===== config.mk =====
export PLATFORM = sky130hd
export DESIGN_NAME = seq_restoring_divider
export DESIGN_NICKNAME = d
export VERILOG_FILES = /design/src/rtl/seq_restoring_divider.sv
export SDC_FILE = /design/constraint.sdc
export NUM_CORES = 1
export LEC_CHECK = 0
export CAP_MARGIN = 40
export CORE_ASPECT_RATIO = 0.8
export CORE_MARGIN = 2
export CORE_UTILIZATION = 55
export CTS_BUF_LIST = sky130_fd_sc_hd__clkbuf_8
export DETAILED_ROUTE_END_ITERATION = 7
export GPL_ROUTABILITY_DRIVEN = 0
export PLACE_DENSITY = 0.79
export SETUP_SLACK_MARGIN = 0.1
export SLEW_MARGIN = 20
export SYNTH_ARGS = -nofsm -noshare
export SYNTH_HDL_FRONTEND = slang
export SYNTH_SLANG_ARGS = --single-unit

===== constraint.sdc =====
create_clock -name clk -period 5.8 [get_ports clk]
set_input_delay 0.58 -clock clk [delete_from_list [all_inputs] [get_ports clk]]
set_output_delay 0.58 -clock clk [all_outputs]
set_load 0.03 [all_outputs]

===== src/rtl/seq_restoring_divider.sv =====
// Unsigned sequential restoring divider: one quotient bit per clock, start/ready/done handshake.
// Divide-by-zero short-circuits to DONE with an all-ones quotient and the dividend as remainder.
module seq_restoring_divider #(
    parameter int WIDTH = 8
) (
    input  logic             clk,
    input  logic             rst,
    input  logic             start_in,
    input  logic [WIDTH-1:0] dividend_in,
    input  logic [WIDTH-1:0] divisor_in,
    output logic             ready,
    output logic             done,
    output logic [WIDTH-1:0] quotient,
    output logic [WIDTH-1:0] remainder,
    output logic             div_by_zero
);

    localparam int CNT_W = $clog2(WIDTH);

    typedef enum logic [1:0] {
        IDLE,
        RUN,
        DONE
    } state_t;

    state_t state, state_next;

    logic [CNT_W-1:0] count;
    logic [WIDTH-1:0] dividend_sh;
    logic [WIDTH-1:0] divisor_reg;
    logic [WIDTH-1:0] part_rem;
    logic [WIDTH-1:0] quo_work;

    logic [WIDTH:0]   trial;
    logic             trial_ge;
    logic [WIDTH-1:0] rem_next;
    logic [WIDTH-1:0] quo_next;
    logic             last_step;

    // The compare is done at full WIDTH+1 width; when it succeeds the true difference
    // is below the divisor, so a WIDTH-bit subtraction yields it exactly.
    always_comb begin
        trial     = {part_rem, dividend_sh[WIDTH-1]};
        trial_ge  = (trial >= {1'b0, divisor_reg});
        rem_next  = trial_ge ? (trial[WIDTH-1:0] - divisor_reg) : trial[WIDTH-1:0];
        quo_next  = {quo_work[WIDTH-2:0], trial_ge};
        last_step = (count == CNT_W'(WIDTH - 1));
    end

    always_ff @(posedge clk) begin
        if (rst) begin
            state <= IDLE;
        end else begin
            state <= state_next;
        end
    end

    always_comb begin
        state_next = state;
        ready      = 1'b0;
        done       = 1'b0;
        case (state)
            IDLE: begin
                ready = 1'b1;
                if (start_in) begin
                    state_next = (divisor_in == '0) ? DONE : RUN;
                end
            end
            RUN: begin
                if (last_step) begin
                    state_next = DONE;
                end
            end
            DONE: begin
                done       = 1'b1;
                state_next = IDLE;
            end
            default: state_next = IDLE;
        endcase
    end

    // Visible results change only on the accepting edge (divide-by-zero) or the final RUN edge.
    always_ff @(posedge clk) begin
        if (rst) begin
            count       <= '0;
            dividend_sh <= '0;
            divisor_reg <= '0;
            part_rem    <= '0;
            quo_work    <= '0;
            quotient    <= '0;
            remainder   <= '0;
            div_by_zero <= 1'b0;
        end else begin
            case (state)
                IDLE: begin
                    if (start_in) begin
                        if (divisor_in == '0) begin
                            quotient    <= '1;
                            remainder   <= dividend_in;
                            div_by_zero <= 1'b1;
                        end else begin
                            dividend_sh <= dividend_in;
                            divisor_reg <= divisor_in;
                            part_rem    <= '0;
                            quo_work    <= '0;
                            count       <= '0;
                            div_by_zero <= 1'b0;
                        end
                    end
                end
                RUN: begin
                    dividend_sh <= dividend_sh << 1;
                    part_rem    <= rem_next;
                    quo_work    <= quo_next;
                    count       <= count + CNT_W'(1);
                    if (last_step) begin
                        quotient  <= quo_next;
                        remainder <= rem_next;
                    end
                end
                default: ;
            endcase
        end
    end

endmodule

# [Word level (Yosys, flattened, before mapping)]
# Index checks and enable logic that the tools add are counted.
[totals] register_bits=53 latch_bits=0 mem_bits_rw=0 rom_bits=0 input_bits=19 output_inout_bits=19 wordCells=54 memories=0
[op_classes] add_sub_neg=2 multipliers=0 div_mod_pow=0 n_lt_le_gt_ge=1 eq_ne=7 n_shift=0 muxes=26 n_bitwise=1 reduce_logical=8
[ops] cell="$mux W8" count=11
[ops] cell="$pmux W8 S2" count=4
[ops] cell="$pmux W7 S2" count=1
[ops] cell="$ge A9 B8 Y1" count=1
[ops] cell="$logic_not A8 Y1" count=1
[ops] cell="$ne A2 B2 Y1 const B" count=4
[ops] cell="$sub A8 B8 Y8" count=1
[ops] cell="$mux W2" count=3
[ops] cell="$mux W3" count=2
[ops] cell="$pmux W3 S2" count=1
[ops] cell="$reduce_and A3 Y1" count=2
[ops] cell="$pmux W2 S2" count=1
[ops] cell="$reduce_and A2 Y1" count=2
[ops] cell="$reduce_and A4 Y1" count=1
[ops] cell="$add A3 B1 Y3 const B" count=1
[ops] cell="$eq A3 B3 Y1 const B" count=1
[ops] cell="$mux W1" count=3
[ops] cell="$eq A2 B1 Y1 const B" count=1
[ops] cell="$eq A2 B2 Y1 const B" count=1
[ops] cell="$logic_not A2 Y1" count=1
[ops] cell="$reduce_bool A2 Y1" count=1
[ops] cell="$not A1 Y1" count=1

# [Depth between registers and ports, before layout]
[logic_depth] depth_word=4 depth_mapped=8 ltp_nobuf=8

# [Least setup slack after synthesis]
# Ideal clock, no wire load.
[synth_path] path_type="register -> register" start="register divisor_reg[6]" end="register remainder[2]" setup_ns=0.074 t_arrival_ns=1.863 required_time_ns=5.726 path_slack_ns=3.863 path_stages_with_launch=8 path_buffers=0 period_less_slack_ns=1.937 path_cell_list="dfxtp_1 > inv_1 > ha_1 > a21oi_1 > o221ai_2 > a21oi_4 > mux2_1 > a31oi_1"
[synth_via] elab_chain_cells=4
[synth_lines] element="start, declared" line="30" text="logic [WIDTH-1:0] divisor_reg;"
[synth_lines] element="start signal, assigned" line="103" text="divisor_reg <= divisor_in;"
[synth_lines] element="$ge A9 B8 Y1" line="44" text="trial_ge = (trial >= {1'b0, divisor_reg});"
[synth_lines] element="$mux W8" line="45" text="rem_next = trial_ge ? (trial[WIDTH-1:0] - divisor_reg) : trial[WIDTH-1:0];"
[synth_lines] element="$mux W8" line="116" text="if (last_step) begin"
[synth_lines] element="$pmux W8 S2" line="94" text="case (state)"
[synth_lines] element="end signal, assigned" line="99" text="remainder <= dividend_in;"
[synth_lines] element="end signal, assigned" line="118" text="remainder <= rem_next;"
[synth_lines] element="end, declared" line="14" text="output logic [WIDTH-1:0] remainder,"
# Every way passes these cells. The select of a mux whose other input is x is not followed.
# A chain may end at the register's enable or synchronous reset.

# [Final worst setup path]
[layout_path] start="input port start_in" end="register quotient[1]"
[layout_via] elab_chain_cells=2
[layout_lines] element="start, declared" line="8" text="input logic start_in,"
[layout_lines] element="$ne A2 B2 Y1 (no source line)"
[layout_lines] element="$reduce_and A4 Y1 (no source line)"
[layout_lines] element="end signal, assigned" line="117" text="quotient <= quo_next;"
[layout_lines] element="end, declared" line="13" text="output logic [WIDTH-1:0] quotient,"
# Every way passes these cells.

==> impl_results.md <==
- Status: finished clean
- Buffers on Ports: 37
- Yosys warning total: 0
- Cell taking the most area after synthesis: dfxtp_1
- Final TNS setup: 0 ns
- First-pass GRT wire length: 10410 um
- Top FF cell, synth: dfxtp_1
- Routed WL: 6397 um
- Post-route DRC violation count: 0
- TritonRoute pass-1 iters: 4
- DIE HEIGHT: 66.83 um
- Switch Pwr: 283.6 uW
- Cell area after layout: 0.003183 mm^2
- Crit path cell chain: clkdlybuf4s50_1 -> nor3b_4 -> nand3_2 -> nand2_1 -> o21ai_1 -> a21oi_1
- Worst slew margin: 0.6039
- Post-synth EDFFs: 0
- Largest net degree at the start of global routing: 46
- Total track usage: 0.2462
- Layout Utilization: 0.6802
- # diodes: 0
- Synth Register Bits: 53
- PostCTS Resize Cnt: 0
- Largest delay share family, worst path: simple AND/OR/NAND/NOR gates
- RSZ-0062 raised after global routing: no
- Post-Syn Area per Cell: 8.454 um^2
- Clock buffer count from CTS: 5
- TritonCTS clock tree: done
- Clk Latency, worst-skew pair: 0.31 ns
- Total grt overflow: 0
- Critical path depth in cells: 6
- Final Power: 838.8 uW
- LEAKAGE: 1.181 nW
- Critical Path Sink Type: flip-flop
- Synth top area cells: dfxtp_1 39%, a21oi_1 7.2%, nor2_1 5.8%, ha_1 4.6%, nand2_1 4.4%
- P_int: 555.2 uW
- Antenna violations before repair: 0
- Vias in the first global route: 2185
- Most frequent cell after synthesis: dfxtp_1
- Effective utilization at floorplan: 0.5799
- Pwr dens: 263.5 mW/mm^2
- Clock buffer depth: 2
- Die ar.: 0.005516 mm^2
- Maxcap violations: 0
- Synth Instances: 321
- Crit Path Max Fanout: 20
- Core Region: 0.004679 mm^2
- Reg power frac: 0.467
- Asr flop ratio synth: 0
- Global route hottest layer: met2
- Final Hold Fails: 0
- Least-Margin Pin Slew: 0.5942 ns
- Worst path slowest cell: nand2_1
- Clk slew on worst S/H paths: 0.10 ns
- Final ANT Viol Nets: 0
- Mapped Nets: 351
- Clock root cell: clkbuf_8
- Fin nets: 378
- WP data arrival: 2.83 ns
- Switching share of power: 0.3380
- Maximum VDD drop: 0.0001594 V
- CP peak stage delay: 0.56 ns
- Buffers and inverters on the worst path: 1
- Mapped cell area: 0.002714 mm^2
- Vias: 2418
- Met3 usage: 0.04472
- Io pins: 38
- M2 GR Usage: 0.3800
- Number of setup buffers added after CTS: 0
- Detailed placement HPWL: 4496 um
- CP Launch Type: input pin
- Sequential element share of the synthesized area: 0.3910
- Die width: 82.54 um
- 1st-iter DRT viols: 257
- Clk_skew: 0.008910 ns
- Final worst-path cycle share: 0.4471
- H-tree Lvls: 2
- FP Rows: 22
- Area growth syn-to-layout: 17.29%
- CP required: 6.03 ns
- Synth top area share: 0.3910
- Yosys cell types: 52
- Dpl cell area: 0.003073 mm^2
- Post-layout minimum cycle time: 2.593 ns
- WHS Path Cells: 2
- Met1 usage: 0.3529
- Max frequency: 0.3857 GHz
- Min-delay worst type: flip-flop to flip-flop
- Final Setup Violations: 0
- Routed len/inst: 15.64 um
- Layout cells sized above 1: 0.08596
- Final slew viol count: 0
- Clk sinks: 53
- Post-synth top cells: 53 x dfxtp_1, 42 x nor2_1, 39 x a21oi_1, 32 x nand2_1, 15 x nand3_1
- Worst Reg-to-Reg Cells: 6
- Critical path type: input pin to flip-flop
- Combinational Power Share: 0.271
- Via/cell ratio: 5.912
- Clock Power Share: 0.262
- Hold Buf Count CTS: 0
==> cell type report <==
class | instances | area [um^2]
sequential | 53 | 1061
fill | 405 | 1496
multi-input combinational | 234 | 1499
inverter | 14 | 52.55
clock inverter | 3 | 26.28
clock buffer | 5 | 68.82
timing repair buffer | 40 | 400.4
tap | 60 | 75.07
==> layer usage <==
layer	share of wire	up-vias	wire, um
met5	0	-	0
met4	0.013	0	80
met3	0.056	11	360
met2	0.45	63	2876
met1	0.48	1145	3079
li1	-	1199	-
==> logic make-up after synthesis <==
| family | count (synthesis) | share of synthesized area |
|---|---|---|
| buf+inv | 34 | 0.05671 |
| fa+ha+maj | 11 | 0.05348 |
| simple gates | 110 | 0.2010 |
| flops | 53 | 0.3910 |
| compound gates | 104 | 0.2656 |
| mux | 6 | 0.02259 |
| xor+xnor | 3 | 0.009684 |
==> layout by cell type, fill, tap and decap left out, drive strengths merged, types with 2 or more instances in the layout <==
cell type	Yosys	routed
o21a	2	2
nor2	43	43
nand2b	3	3
or3	2	2
buf	11	3
clkdlybuf4s50	0	37
a31oi	9	9
clkbuf	9	5
a21oi	40	40
clkinvlp	0	2
nor3b	2	2
a211oi	3	3
nand3	17	17
mux2i	5	5
nor2b	3	3
ha	10	10
o311ai	2	2
nor4	2	2
nand2	33	33
inv	14	15
o21ai	20	20
dfxtp	53	53
xnor2	2	2
a22oi	10	10
a311oi	8	8
==> path summary, 6_finish.rpt <==
| kind | slack (ns) | start | endpoint |
|---|---|---|---|
| max | 3.21 | start_in | quotient[1]$_SDFFE_PP0P_ |
| max reg2reg | 3.53 | part_rem[5]$_SDFFE_PP0P_ | remainder[2]$_SDFFE_PP0P_ |
| min | 0.46 | dividend_sh[0]$_SDFFE_PP0P_ | dividend_sh[0]$_SDFFE_PP0P_ |
| min reg2reg | 0.46 | dividend_sh[0]$_SDFFE_PP0P_ | dividend_sh[0]$_SDFFE_PP0P_ |
==> worst register-to-register path, delay by kind of cell (launching register included) <==
family | cells | cell delay, ns
DFF | 1 | 0.44
AOI/OAI and AO/OA | 4 | 1.02
adders and majority gates | 1 | 0.34
muxes | 1 | 0.41
==> power by group through the flow <==
stage	Sequential, mW	Combinational (mW)	Clock, mW
final	0.392	0.227	0.220
after global routing	0.394	0.249	0.235
after CTS	0.392	0.223	0.222
after detailed placement	0.400	0.221	0
after global placement	0.400	0.217	0
after floorplan	0.397	0.176	0
==> per-stage QoR <==
stage,cells,setup slack [ns],hold slack (ns)
floorplan,321,3.863,0.4321
global placement,400,3.066,0.4401
detailed placement,400,2.944,0.4515
CTS,408,3.276,0.4667
global route,409,3.034,0.4970
finish,409,3.207,0.4649
Power figures use the tool's default switching activity.
